===== src/rtl/fifo_serial_tx.sv =====
// FIFO pop-side consumer: drains one word at a time and sends it as a UART frame.
// Optional even parity bit between data and stop when TX_PARITY_EN is defined.
module fifo_serial_tx #(
  parameter int WORDLENGHT = 8,
  parameter int BIT_CYCLES = 16
) (
  input  logic                  clk,
  input  logic                  reset,
  input  logic                  synch_rst,
  input  logic                  enable,
  input  logic                  fifo_empty,
  input  logic [WORDLENGHT-1:0] fifo_data,
  output logic                  fifo_pop,
  output logic                  tx_out,
  output logic                  busy,
  output logic                  frame_done
);

  localparam int BAUD_W = $clog2(BIT_CYCLES);
  localparam int BIT_W  = $clog2(WORDLENGHT + 1);
  localparam logic [BAUD_W-1:0] BAUD_LAST = BAUD_W'(BIT_CYCLES - 1);
  localparam logic [BIT_W-1:0]  BIT_LAST  = BIT_W'(WORDLENGHT - 1);

  typedef enum logic [2:0] {
    S_IDLE,
    S_SETTLE,
    S_LOAD,
    S_START,
    S_DATA,
`ifdef TX_PARITY_EN
    S_PARITY,
`endif
    S_STOP
  } state_e;

  state_e                state_q, state_d;
  logic [BAUD_W-1:0]     baud_q, baud_d;
  logic [BIT_W-1:0]      bit_q, bit_d;
  logic [WORDLENGHT-1:0] shift_q, shift_d;
`ifdef TX_PARITY_EN
  logic                  parity_q, parity_d;
`endif

  logic baud_wrap;
  assign baud_wrap = (baud_q == BAUD_LAST);

  // NOTE: every signal written here gets a default first, so no path can leave
  // one unassigned and infer a latch.
  always_comb begin
    state_d    = state_q;
    baud_d     = baud_q;
    bit_d      = bit_q;
    shift_d    = shift_q;
`ifdef TX_PARITY_EN
    parity_d   = parity_q;
`endif
    tx_out     = 1'b1;
    fifo_pop   = 1'b0;
    frame_done = 1'b0;
    busy       = (state_q != S_IDLE);

    case (state_q)
      S_IDLE: begin
        if (enable && !fifo_empty) state_d = S_SETTLE;
      end
      S_SETTLE: state_d = S_LOAD;
      S_LOAD: begin
        // The FIFO may have been cleared while we settled; bail out without popping.
        if (!fifo_empty) begin
          shift_d  = fifo_data;
          fifo_pop = 1'b1;
`ifdef TX_PARITY_EN
          parity_d = ^fifo_data;
`endif
          baud_d   = '0;
          state_d  = S_START;
        end else begin
          state_d = S_IDLE;
        end
      end
      S_START: begin
        tx_out = 1'b0;
        baud_d = baud_wrap ? '0 : baud_q + BAUD_W'(1);
        if (baud_wrap) begin
          bit_d   = '0;
          state_d = S_DATA;
        end
      end
      S_DATA: begin
        tx_out = shift_q[0];
        baud_d = baud_wrap ? '0 : baud_q + BAUD_W'(1);
        if (baud_wrap) begin
          shift_d = {1'b0, shift_q[WORDLENGHT-1:1]};
          if (bit_q == BIT_LAST) begin
            bit_d = '0;
`ifdef TX_PARITY_EN
            state_d = S_PARITY;
`else
            state_d = S_STOP;
`endif
          end else begin
            bit_d = bit_q + BIT_W'(1);
          end
        end
      end
`ifdef TX_PARITY_EN
      S_PARITY: begin
        tx_out = parity_q;
        baud_d = baud_wrap ? '0 : baud_q + BAUD_W'(1);
        if (baud_wrap) state_d = S_STOP;
      end
`endif
      S_STOP: begin
        baud_d = baud_wrap ? '0 : baud_q + BAUD_W'(1);
        if (baud_wrap) begin
          frame_done = 1'b1;
          state_d    = S_IDLE;
        end
      end
      default: state_d = S_IDLE;
    endcase

    // Synchronous clear wins over everything and must not let a pop escape.
    if (synch_rst) begin
      state_d  = S_IDLE;
      baud_d   = '0;
      bit_d    = '0;
      shift_d  = '0;
`ifdef TX_PARITY_EN
      parity_d = 1'b0;
`endif
      fifo_pop = 1'b0;
    end
  end

  // NOTE: state registers use non-blocking assignments so every flop samples
  // the pre-edge value of every other flop.
  always_ff @(posedge clk or posedge reset) begin
    if (reset) begin
      state_q  <= S_IDLE;
      baud_q   <= '0;
      bit_q    <= '0;
      shift_q  <= '0;
`ifdef TX_PARITY_EN
      parity_q <= 1'b0;
`endif
    end else begin
      state_q  <= state_d;
      baud_q   <= baud_d;
      bit_q    <= bit_d;
      shift_q  <= shift_d;
`ifdef TX_PARITY_EN
      parity_q <= parity_d;
`endif
    end
  end

endmodule


===== config.mk =====
export PLATFORM = sky130hd
export DESIGN_NAME = fifo_serial_tx
export DESIGN_NICKNAME = d
export VERILOG_FILES = /design/src/rtl/fifo_serial_tx.sv
export SDC_FILE = /design/constraint.sdc
export NUM_CORES = 1
export LEC_CHECK = 0
export ABC_AREA = 1
export BUFFER_PORTS_ARGS = -buffer_cell sky130_fd_sc_hd__buf_2
export CAP_MARGIN = 5
export CORE_UTILIZATION = 40
export CTS_CLUSTER_SIZE = 10
export DETAILED_ROUTE_END_ITERATION = 10
export SETUP_SLACK_MARGIN = 0.4
export SYNTH_ARGS = -nofsm -noshare
export SYNTH_HDL_FRONTEND = slang
export SYNTH_SLANG_ARGS = --single-unit

===== constraint.sdc =====
create_clock -name clk -period 3 [get_ports clk]
set_input_delay 0.45 -clock clk [delete_from_list [all_inputs] [get_ports clk]]
set_output_delay 0.45 -clock clk [all_outputs]
set_load 0.01 [all_outputs]

==> flow_summary.ini <==
[route]
wl_met1_um = 1200
final_antenna_net_count = 0
highest_layer = met4
post_drt_wl_per_cell_um = 12.1
drt_pass1_iterations = 4
via_per_inst = 5.15
drc = 0
drt_iter0_markers = 43
wl_met3_um = 91
wl_um = 2490
route.met2.wl_um = 1190
routed-via-count = 1061

[clock_network]
cts_resized = 0
root_buffer = clkbuf_4
cts.sinks = 19
cts_made_buffers = 3
cts.clk_slew.worst_paths_ns = 0.12
cts_hold_buf = 0
clock_latency_ns = 0.30
cts_buffer_depth = 2
cts.htree.levels = 1
postCtsSetupBuffers = 0
cts_tree = yes

[critical_path]
worst_ep_required_time_ns = 2.55
critPathArrivalTime_ns = 1.53
cp-end-kind = output port
slowest_stage = dfrtp_1
max_stage_delay_ns = 0.51
crit_chain = nor2_4 -> nand2_4 -> o21a_1 -> buf_2
worstSetupPathType = reg2out
start_kind = flop
cp_max_fo = 15

[sta]
rsz0062_at_grt = false
setup_viol = 0
worst_pin_slew_ns = 0.757
period_needed_ns = 1.98
drv_slew = 0
tns_ns = 0
hold_viol_final = 0
fin_ws_ns = 1.02
timing.fmax_mhz = 504
fin_crit_sh = 0.661
slew_headroom = 0.494
skew_ns = 0.00880

[die]
die_y_um = 57.2
dieArea_mm2 = 0.00327
start_util = 0.431
num_rows = 19
io_pins = 17
core_area_mm2 = 0.00283
die_x_um = 57.2

[power_and_ir_drop]
p_clk_frac = 0.170
peakVddDrop_uv = 273
p_total_uw = 793
cellLeakagePower_nw = 0.749
p_int_uw = 463
p_seq_frac = 0.460
swShare = 0.417
p_sw_uw = 331
p_per_area_mw_per_mm2 = 595
power_frac_comb = 0.370

[synth]
syn_nets = 173
syn_area_mm2 = 0.00122
synthFlopType = dfrtp_1
yosysWarnings = 0
synthMostInstantiatedCell = nand2_1
synth_cell_types = 23
synth_top_area_frac = 0.390
synthArstFlopShare = 1.00
synthTopCellsByCount = nand2_1, nand3_1, dfrtp_1, inv_1, nor2_1
synth_area_leaders = dfrtp_1, nand2_1, nand3_1, nor2_4, nand2_4
syn_inst = 158
synth_edf_count = 0
yosysSeqAreaShare = 0.390
synth_top_area_cell = dfrtp_1
synth_seq_cells = 19
synth_area_per_cell_um2 = 7.71

[grt]
antenna_found_initial = 0
grt_pass1_wl_um = 4410
first_global_vias = 1006
grt.overflow.total = 0
grt_util_all_layers = 0.175
grt_max_degree = 20

[layout]
drive_gt1_frac = 0.223
antenna_cells = 0
multi_input_comb_area_um2 = 674
ff_latch_area_um2 = 475
fill_cells = 291
final_nets = 191
fin_cells = 206
area_growth_pct = 9.45

[placement]
portBuffers = 16
gp_congestion = 0.901
dp.cells = 202
place_hpwl_um = 1840
dp_slack_ns = 1.35

[hold_path]
hold_class = in2async

[outcome]
status = complete, no violations

[job]
maxCapViolations = 0
cells in the final DEF (no fill, tap or decap), types with 3 or more instances in the layout:
cell      instances
nand3_2           4
nand2_1          60
nand2_4           4
inv_1             7
nand4_1           4
nor2_1            6
dfrtp_1          19
nor2_4            5
o21ai_0           5
buf_2            16
nand3_1          27
clkbuf_4          3
layout make-up:
type,instances,area share
inverters,10,0.0291
clock buffers,4,0.0197
multi-input cells,126,0.506
repair buffers,16,0.0600
flip-flops and latches,19,0.356
well taps,31,0.0291
metrics by stage:
step | hold slack, ns | util | cell area (um^2)
2_1_floorplan | 0.401 | - | 1220
3_3_place_gp | 0.472 | 0.462 | 1310
3_5_place_dp | 0.469 | 0.462 | 1310
4_1_cts | 0.284 | 0.471 | 1330
5_1_grt | 0.325 | 0.471 | 1330
6_report | 0.256 | 0.471 | 1330
metal layers:
metal,vias to the layer above,global-route usage
met5,-,0
met4,0,0.0418
met3,2,0.0522
met2,19,0.267
met1,485,0.244
li1,555,-
worst paths after layout:
check / depth (start not counted) / slack (ns) / to / from
setup / recovery: 4 / 1.02 / tx_out / state_q[0]$_DFFE_PP0P_
hold / removal: 2 / 0.26 / shift_q[4]$_DFFE_PP0P_ / reset
setup reg to reg: 7 / 1.51 / shift_q[7]$_DFFE_PP0P_ / state_q[0]$_DFFE_PP0P_
hold reg to reg: 2 / 0.49 / shift_q[1]$_DFFE_PP0P_ / shift_q[1]$_DFFE_PP0P_
max in group asynchronous: 2 / 2.26 / state_q[0]$_DFFE_PP0P_ / reset
min in group clk: 3 / 0.42 / shift_q[7]$_DFFE_PP0P_ / fifo_data[7]
cell families after synthesis:
logic type | Yosys count | synth area share
simple gates | 113 | 0.475
xor+xnor | 2 | 0.0144
compound gates | 9 | 0.0431
flops | 19 | 0.390
buf+inv | 13 | 0.0565
fa+ha+maj | 2 | 0.0205
flip-flops by register name, indices dropped and copies added, names as in the netlist:
| signal | cells |
|---|---|
| state_q | 3 |
| shift_q | 8 |
| bit_q | 4 |
| baud_q | 4 |
worst max-delay path, delay by kind of cell (launching register included):
family / cells / cell delay (ns)
compound gates: 1 / 0.21
buf+inv: 1 / 0.13
flops: 1 / 0.51
simple gates: 2 / 0.38
power by group through the flow:
stage	registers [mW]	logic, mW	clock network (mW)
3_3_place_gp	0.368	0.290	0
6_report	0.365	0.294	0.135
2_1_floorplan	0.346	0.260	0
4_1_cts	0.364	0.298	0.143
3_5_place_dp	0.369	0.297	0
5_1_grt	0.374	0.336	0.151
Power figures use the tool's default switching activity.
